## config.mk

```make
export PLATFORM = sky130hd
export DESIGN_NAME = el2_lsu_bus_clken_gen
export DESIGN_NICKNAME = d
export VERILOG_FILES = /design/src/rtl/el2_lsu_bus_clken_gen.sv
export SDC_FILE = /design/constraint.sdc
export NUM_CORES = 1
export LEC_CHECK = 0
export ABC_AREA = 1
export BUFFER_PORTS_ARGS = -buffer_cell sky130_fd_sc_hd__buf_2
export CORE_ASPECT_RATIO = 0.8
export CORE_UTILIZATION = 40
export DETAILED_ROUTE_END_ITERATION = 10
export REMOVE_ABC_BUFFERS = 1
export SLEW_MARGIN = 20
export SYNTH_ARGS = -nofsm -noshare
export SYNTH_HDL_FRONTEND = slang
export SYNTH_SLANG_ARGS = --single-unit
```

## constraint.sdc

```tcl
create_clock -name clk -period 3.9 [get_ports clk]
set_input_delay 0.585 -clock clk [delete_from_list [all_inputs] [get_ports clk]]
set_output_delay 0.585 -clock clk [all_outputs]
set_load 0.03 [all_outputs]
```

## src/rtl/el2_lsu_bus_clken_gen.sv

```systemverilog
// Core-to-bus clock qualifier: pulses lsu_bus_clk_en once per bus period for a
// programmable core:bus ratio, applying ratio updates only at period boundaries.
module el2_lsu_bus_clken_gen #(
    parameter int MAX_RATIO = 8,
    localparam int CNT_W = $clog2(MAX_RATIO)
) (
    input  logic             clk,
    input  logic             rst,
    input  logic [CNT_W-1:0] lsu_bus_ratio_cfg,
    input  logic             lsu_bus_ratio_upd,
    output logic             lsu_bus_clk_en,
    output logic             lsu_bus_clk_en_next,
    output logic [CNT_W-1:0] lsu_bus_ratio_act,
    output logic             lsu_bus_ratio_pend,
    output logic [15:0]      lsu_bus_edge_cnt
);

    localparam logic [CNT_W-1:0] MAX_CODE = CNT_W'(MAX_RATIO - 1);

    // Requested codes beyond the largest supported divide saturate rather than alias.
    function automatic logic [CNT_W-1:0] clamp_cfg(input logic [CNT_W-1:0] cfg);
        logic [CNT_W-1:0] res;
        if (cfg > MAX_CODE) begin
            res = MAX_CODE;
        end else begin
            res = cfg;
        end
        return res;
    endfunction

    logic [CNT_W-1:0] cnt_r;
    logic [CNT_W-1:0] ratio_act_r;
    logic [CNT_W-1:0] ratio_pend_val_r;
    logic             pend_vld_r;
    logic             en_q_r;
    logic [15:0]      edge_cnt_r;
    logic             term_s;
    logic [CNT_W-1:0] cfg_in_s;

    // Period terminal detect and clamped request.
    always_comb begin
        term_s   = (cnt_r == ratio_act_r);
        cfg_in_s = clamp_cfg(lsu_bus_ratio_cfg);
    end

    // Phase counter, ratio hand-over at the boundary, and bus-edge accounting.
    always_ff @(posedge clk or posedge rst) begin
        if (rst) begin
            cnt_r            <= '0;
            ratio_act_r      <= '0;
            ratio_pend_val_r <= '0;
            pend_vld_r       <= 1'b0;
            en_q_r           <= 1'b0;
            edge_cnt_r       <= 16'h0000;
        end else begin
            en_q_r     <= term_s;
            edge_cnt_r <= edge_cnt_r + {15'd0, en_q_r};
            if (term_s) begin
                cnt_r      <= '0;
                pend_vld_r <= 1'b0;
                if (lsu_bus_ratio_upd) begin
                    ratio_act_r <= cfg_in_s;
                end else if (pend_vld_r) begin
                    ratio_act_r <= ratio_pend_val_r;
                end else begin
                    ratio_act_r <= ratio_act_r;
                end
            end else begin
                cnt_r <= cnt_r + CNT_W'(1);
                if (lsu_bus_ratio_upd) begin
                    ratio_pend_val_r <= cfg_in_s;
                    pend_vld_r       <= 1'b1;
                end else begin
                    ratio_pend_val_r <= ratio_pend_val_r;
                    pend_vld_r       <= pend_vld_r;
                end
            end
        end
    end

    assign lsu_bus_clk_en      = en_q_r;
    assign lsu_bus_clk_en_next = term_s;
    assign lsu_bus_ratio_act   = ratio_act_r;
    assign lsu_bus_ratio_pend  = pend_vld_r;
    assign lsu_bus_edge_cnt    = edge_cnt_r;

endmodule

```

; Yosys cells after proc, flatten, opt, wreduce, memory -nomap -nowiden
; Cells that the tools add are included.
[op_classes]
addsub = 2
n_reduce_logical = 4
bitwise_logic = 1
n_mux = 6
eq_ne = 1
n_lt_le_gt_ge = 1
[ops]
columns = cell, count
row1 = $add A16 B1 Y16, 1
row2 = $mux W3, 4
row3 = $reduce_and A2 Y1, 2
row4 = $reduce_bool A2 Y1, 2
row5 = $add A3 B1 Y3 const B, 1
row6 = $eq A3 B3 Y1, 1
row7 = $gt A3 B3 Y1 const B, 1
row8 = $mux W1, 2
row9 = $not A1 Y1, 1
[word_totals]
elab_cells = 21
in_bits = 6
ff_bits = 27
out_inout_bits = 22

; Logic depth before layout (Yosys ltp)
[logic_depth]
word_depth = 3
ltp_mapped = 8
mapped_depth_nobuf = 8

; Worst setup path before layout
; No wires, ideal clock.
[synth_path]
path_type = flip-flop to output port
start = register ratio_act_r[2], in the netlist lsu_bus_ratio_act[2]
end = output port lsu_bus_clk_en_next
n_path_buf = 0
slack_ns = 2.179
arrival_time_ns = 1.136
stages_incl_launch_ff = 5
required_time_ns = 3.315
path_cell_list = dfrtp_1 > nand2_1 > nand2_2 > nand3_2 > inv_1
[synth_via]
elab_chain_cells = 1
[synth_lines]
columns = element, line
row1 = from (decl), 32  ; logic [CNT_W-1:0] ratio_act_r;
row2 = from (signal assigned), 62  ; ratio_act_r <= cfg_in_s;
row3 = from (signal assigned), 64  ; ratio_act_r <= ratio_pend_val_r;
row4 = from (signal assigned), 66  ; ratio_act_r <= ratio_act_r;
row5 = $eq A3 B3 Y1, 42  ; term_s = (cnt_r == ratio_act_r);
row6 = to (decl), 12  ; output logic lsu_bus_clk_en_next,
; Every way passes these cells.

; Worst setup path after layout
[layout_path]
start = register ratio_act_r[1], in the netlist lsu_bus_ratio_act[1]
end = output port lsu_bus_clk_en_next
; Same word-level chain as after synthesis.

==> flow_summary.yaml <==
critical_path:
  worstPathRequired_ps: 3310
  slowest_stage: "dfrtp_1"
  arrival_ps: 1410
  cp-start-kind: "register"
  cp_cell_sequence: "xnor2_1, nand3_2, inv_1, buf_2"
  critPathMaxFanout: 9
  worstSetupPathType: "reg2out"
  critPathMaxStageDelay_ps: 440
  endpoint_kind: "primary output"
clocking:
  cts_buffers: 3
  cts_setup_buffers: 0
  htreeDepth: 1
  postCtsHoldBufs: 0
  clock-sinks: 27
  cts_buffer_depth: 2
  cts_tree: "done"
  clk_transition_reported_paths_ps: 90
  ctsRootBufferMaster: "clkbuf_8"
  post_cts_resize_count: 0
  clk_latency_ps: 270
layout:
  finalNonFillerCells: 221
  finalNetCount: 192
  area_growth_pct: 17.0
  final_common_cell: "nand2_1"
  final_cell_mix: "48 x nand2_1, 27 x dfrtp_1, 27 x buf_2"
  drive_gt1_share_pct: 26.0
  n_antenna_cell: 0
logic_synthesis:
  synthCells: 151
  netlist_area_um2: 1330
  ys_seq_elements: 27
  syn_avg_cell_area_um2: 8.82
  yosysWarnings: 0
  ys_seq_area_share_pct: 50.8
  ys_types: 20
timing:
  setup-violations-final: 0
  max_slew.worst_pin.slew_ps: 575
  hold_slack_ps: 365
  rsz0062_at_grt: "no"
  fin_crit_sh_pct: 51.2
  setup_ws_ps: 1900
  relSlewSlack_pct: 61.6
  drv_slew: 0
  hold_viol_final: 0
  worst_clock_skew_ps: 5.23
  fin_tns_setup_ps: 0
  min_period_ps: 2000
  fmax_mhz: 501
placed_design:
  dp_cells: 217
  io_buffer_count: 27
  place_hpwl_mm: 1.84
  gp_congestion: 0.761
  pre_cts_slack_ps: 2170
floorplanning:
  die_width_um: 66.5
  core_um2: 3130
  start_util_pct: 42.5
  die_h_um: 53.6
  ioPinCount: 28
  placementRows: 18
  dieArea_um2: 3560
hold_path:
  hold_class: "in2async"
detailed_routing:
  vias: 1017
  dr.first_iter.drc_count: 29
  route.detailed.drc: 0
  ant_nets: 0
  wl_per_cell_um: 10.9
  routed_wl_mm: 2.42
  vias_per_cell: 4.60
  drtPass1Iterations: 4
global_route:
  grt_overflow: 0
  grt_pass1_wl_mm: 4.11
  grt_util_all_layers_pct: 16.1
  first_global_vias: 945
  antenna_found_initial: 0
  grt_max_degree: 28
outcome:
  status: "finished, final reports clean"
power_and_ir_drop:
  cellPowerDensity_nw_per_um2: 638
  ir_worst_vdd_uv: 311
  leakagePower_nw: 0.838
run:
  max_cap_violations: 0
-- path summary, 6_finish.rpt --
check / start / end / slack [ps] / cells past startpoint
setup / recovery: lsu_bus_ratio_act[1]$_DFFE_PP0P_ / lsu_bus_clk_en_next / 1900 / 4
hold / removal: rst / lsu_bus_edge_cnt[14]$_DFF_PP0_ / 360 / 2
setup reg to reg: lsu_bus_clk_en$_DFF_PP0_ / lsu_bus_edge_cnt[14]$_DFF_PP0_ / 2400 / 6
hold reg to reg: ratio_pend_val_r[1]$_DFFE_PP0P_ / ratio_pend_val_r[1]$_DFFE_PP0P_ / 480 / 2
max in group asynchronous: rst / lsu_bus_edge_cnt[12]$_DFF_PP0_ / 3150 / 2
min in group clk: ratio_pend_val_r[1]$_DFFE_PP0P_ / ratio_pend_val_r[1]$_DFFE_PP0P_ / 480 / 2
-- cells by family (layout without fill, tap and decap cells) --
| group | after synthesis | in the layout | share of synthesized area, % |
|---|---|---|---|
| AND/OR/NAND/NOR | 81 | 81 | 29.2 |
| adder cells (fa/ha/maj) | 4 | 4 | 3.76 |
| XOR/XNOR | 13 | 13 | 8.55 |
| AO/OA/AOI/OAI | 4 | 4 | 1.50 |
| flip-flops | 27 | 27 | 50.8 |
| buffers and inverters | 22 | 52 | 6.20 |
-- metrics by stage --
step	total power, mW	utilization (%)	cell area (um2)
2_1_floorplan	0.738	-	1330
3_3_place_gp	0.836	48.3	1510
3_5_place_dp	0.851	48.3	1510
4_1_cts	1.01	49.8	1560
5_1_grt	1.09	49.8	1560
6_report	0.993	49.8	1560
-- worst max-delay path, delay by kind of cell, from the launching register on --
| kind | cells | cell delay (ps) |
|---|---|---|
| xor+xnor | 1 | 210 |
| buf+inv | 2 | 320 |
| flops | 1 | 440 |
| simple gates | 1 | 190 |
-- Yosys cell counts (all sizes together) --
library cell,instances,area (um2)
o21ai,4,20.0
or2,1,6.26
nand3,10,60.1
nand4,5,31.3
clkbuf,1,3.75
xor2,9,78.8
inv,21,78.8
nand2,52,205
xnor2,4,35.0
nor2,11,71.3
ha,4,50.1
nor3,2,15.0
dfrtp,27,676
-- report_power, final --
group          internal, mW  switching, mW
sequential            0.358         0.0744
clock                0.0731         0.0822
combinational         0.130          0.276
total                 0.561          0.433
-- final cells by class --
class	instances	area [um2]
Clock buffer	4	45.0
Fill cell	322	1570
Inverter	21	78.8
Multi-Input combinational cell	102	573
Sequential cell	27	676
Tap cell	40	50.0
Timing Repair Buffer	27	135
-- state kept, by name, summed over array words and instances (netlist names) --
name,cells
lsu_bus_clk_en,1
lsu_bus_edge_cnt,16
lsu_bus_ratio_act,3
lsu_bus_ratio_pend,1
ratio_pend_val_r,3
cnt_r,3
-- routing by layer --
| layer | share of wire, % | track usage (%) | up-vias | wire, um |
|---|---|---|---|---|
| met2 | 46 | 27.2 | 19 | 1100 |
| met1 | 50 | 20.1 | 470 | 1200 |
| met3 | 4.1 | 5.08 | 2 | 100 |
| met4 | 0.79 | 4.26 | 0 | 19 |
| met5 | 0 | 0 | - | 0 |
| li1 | - | - | 526 | - |
No activity file was read; power rests on OpenSTA's default activity.
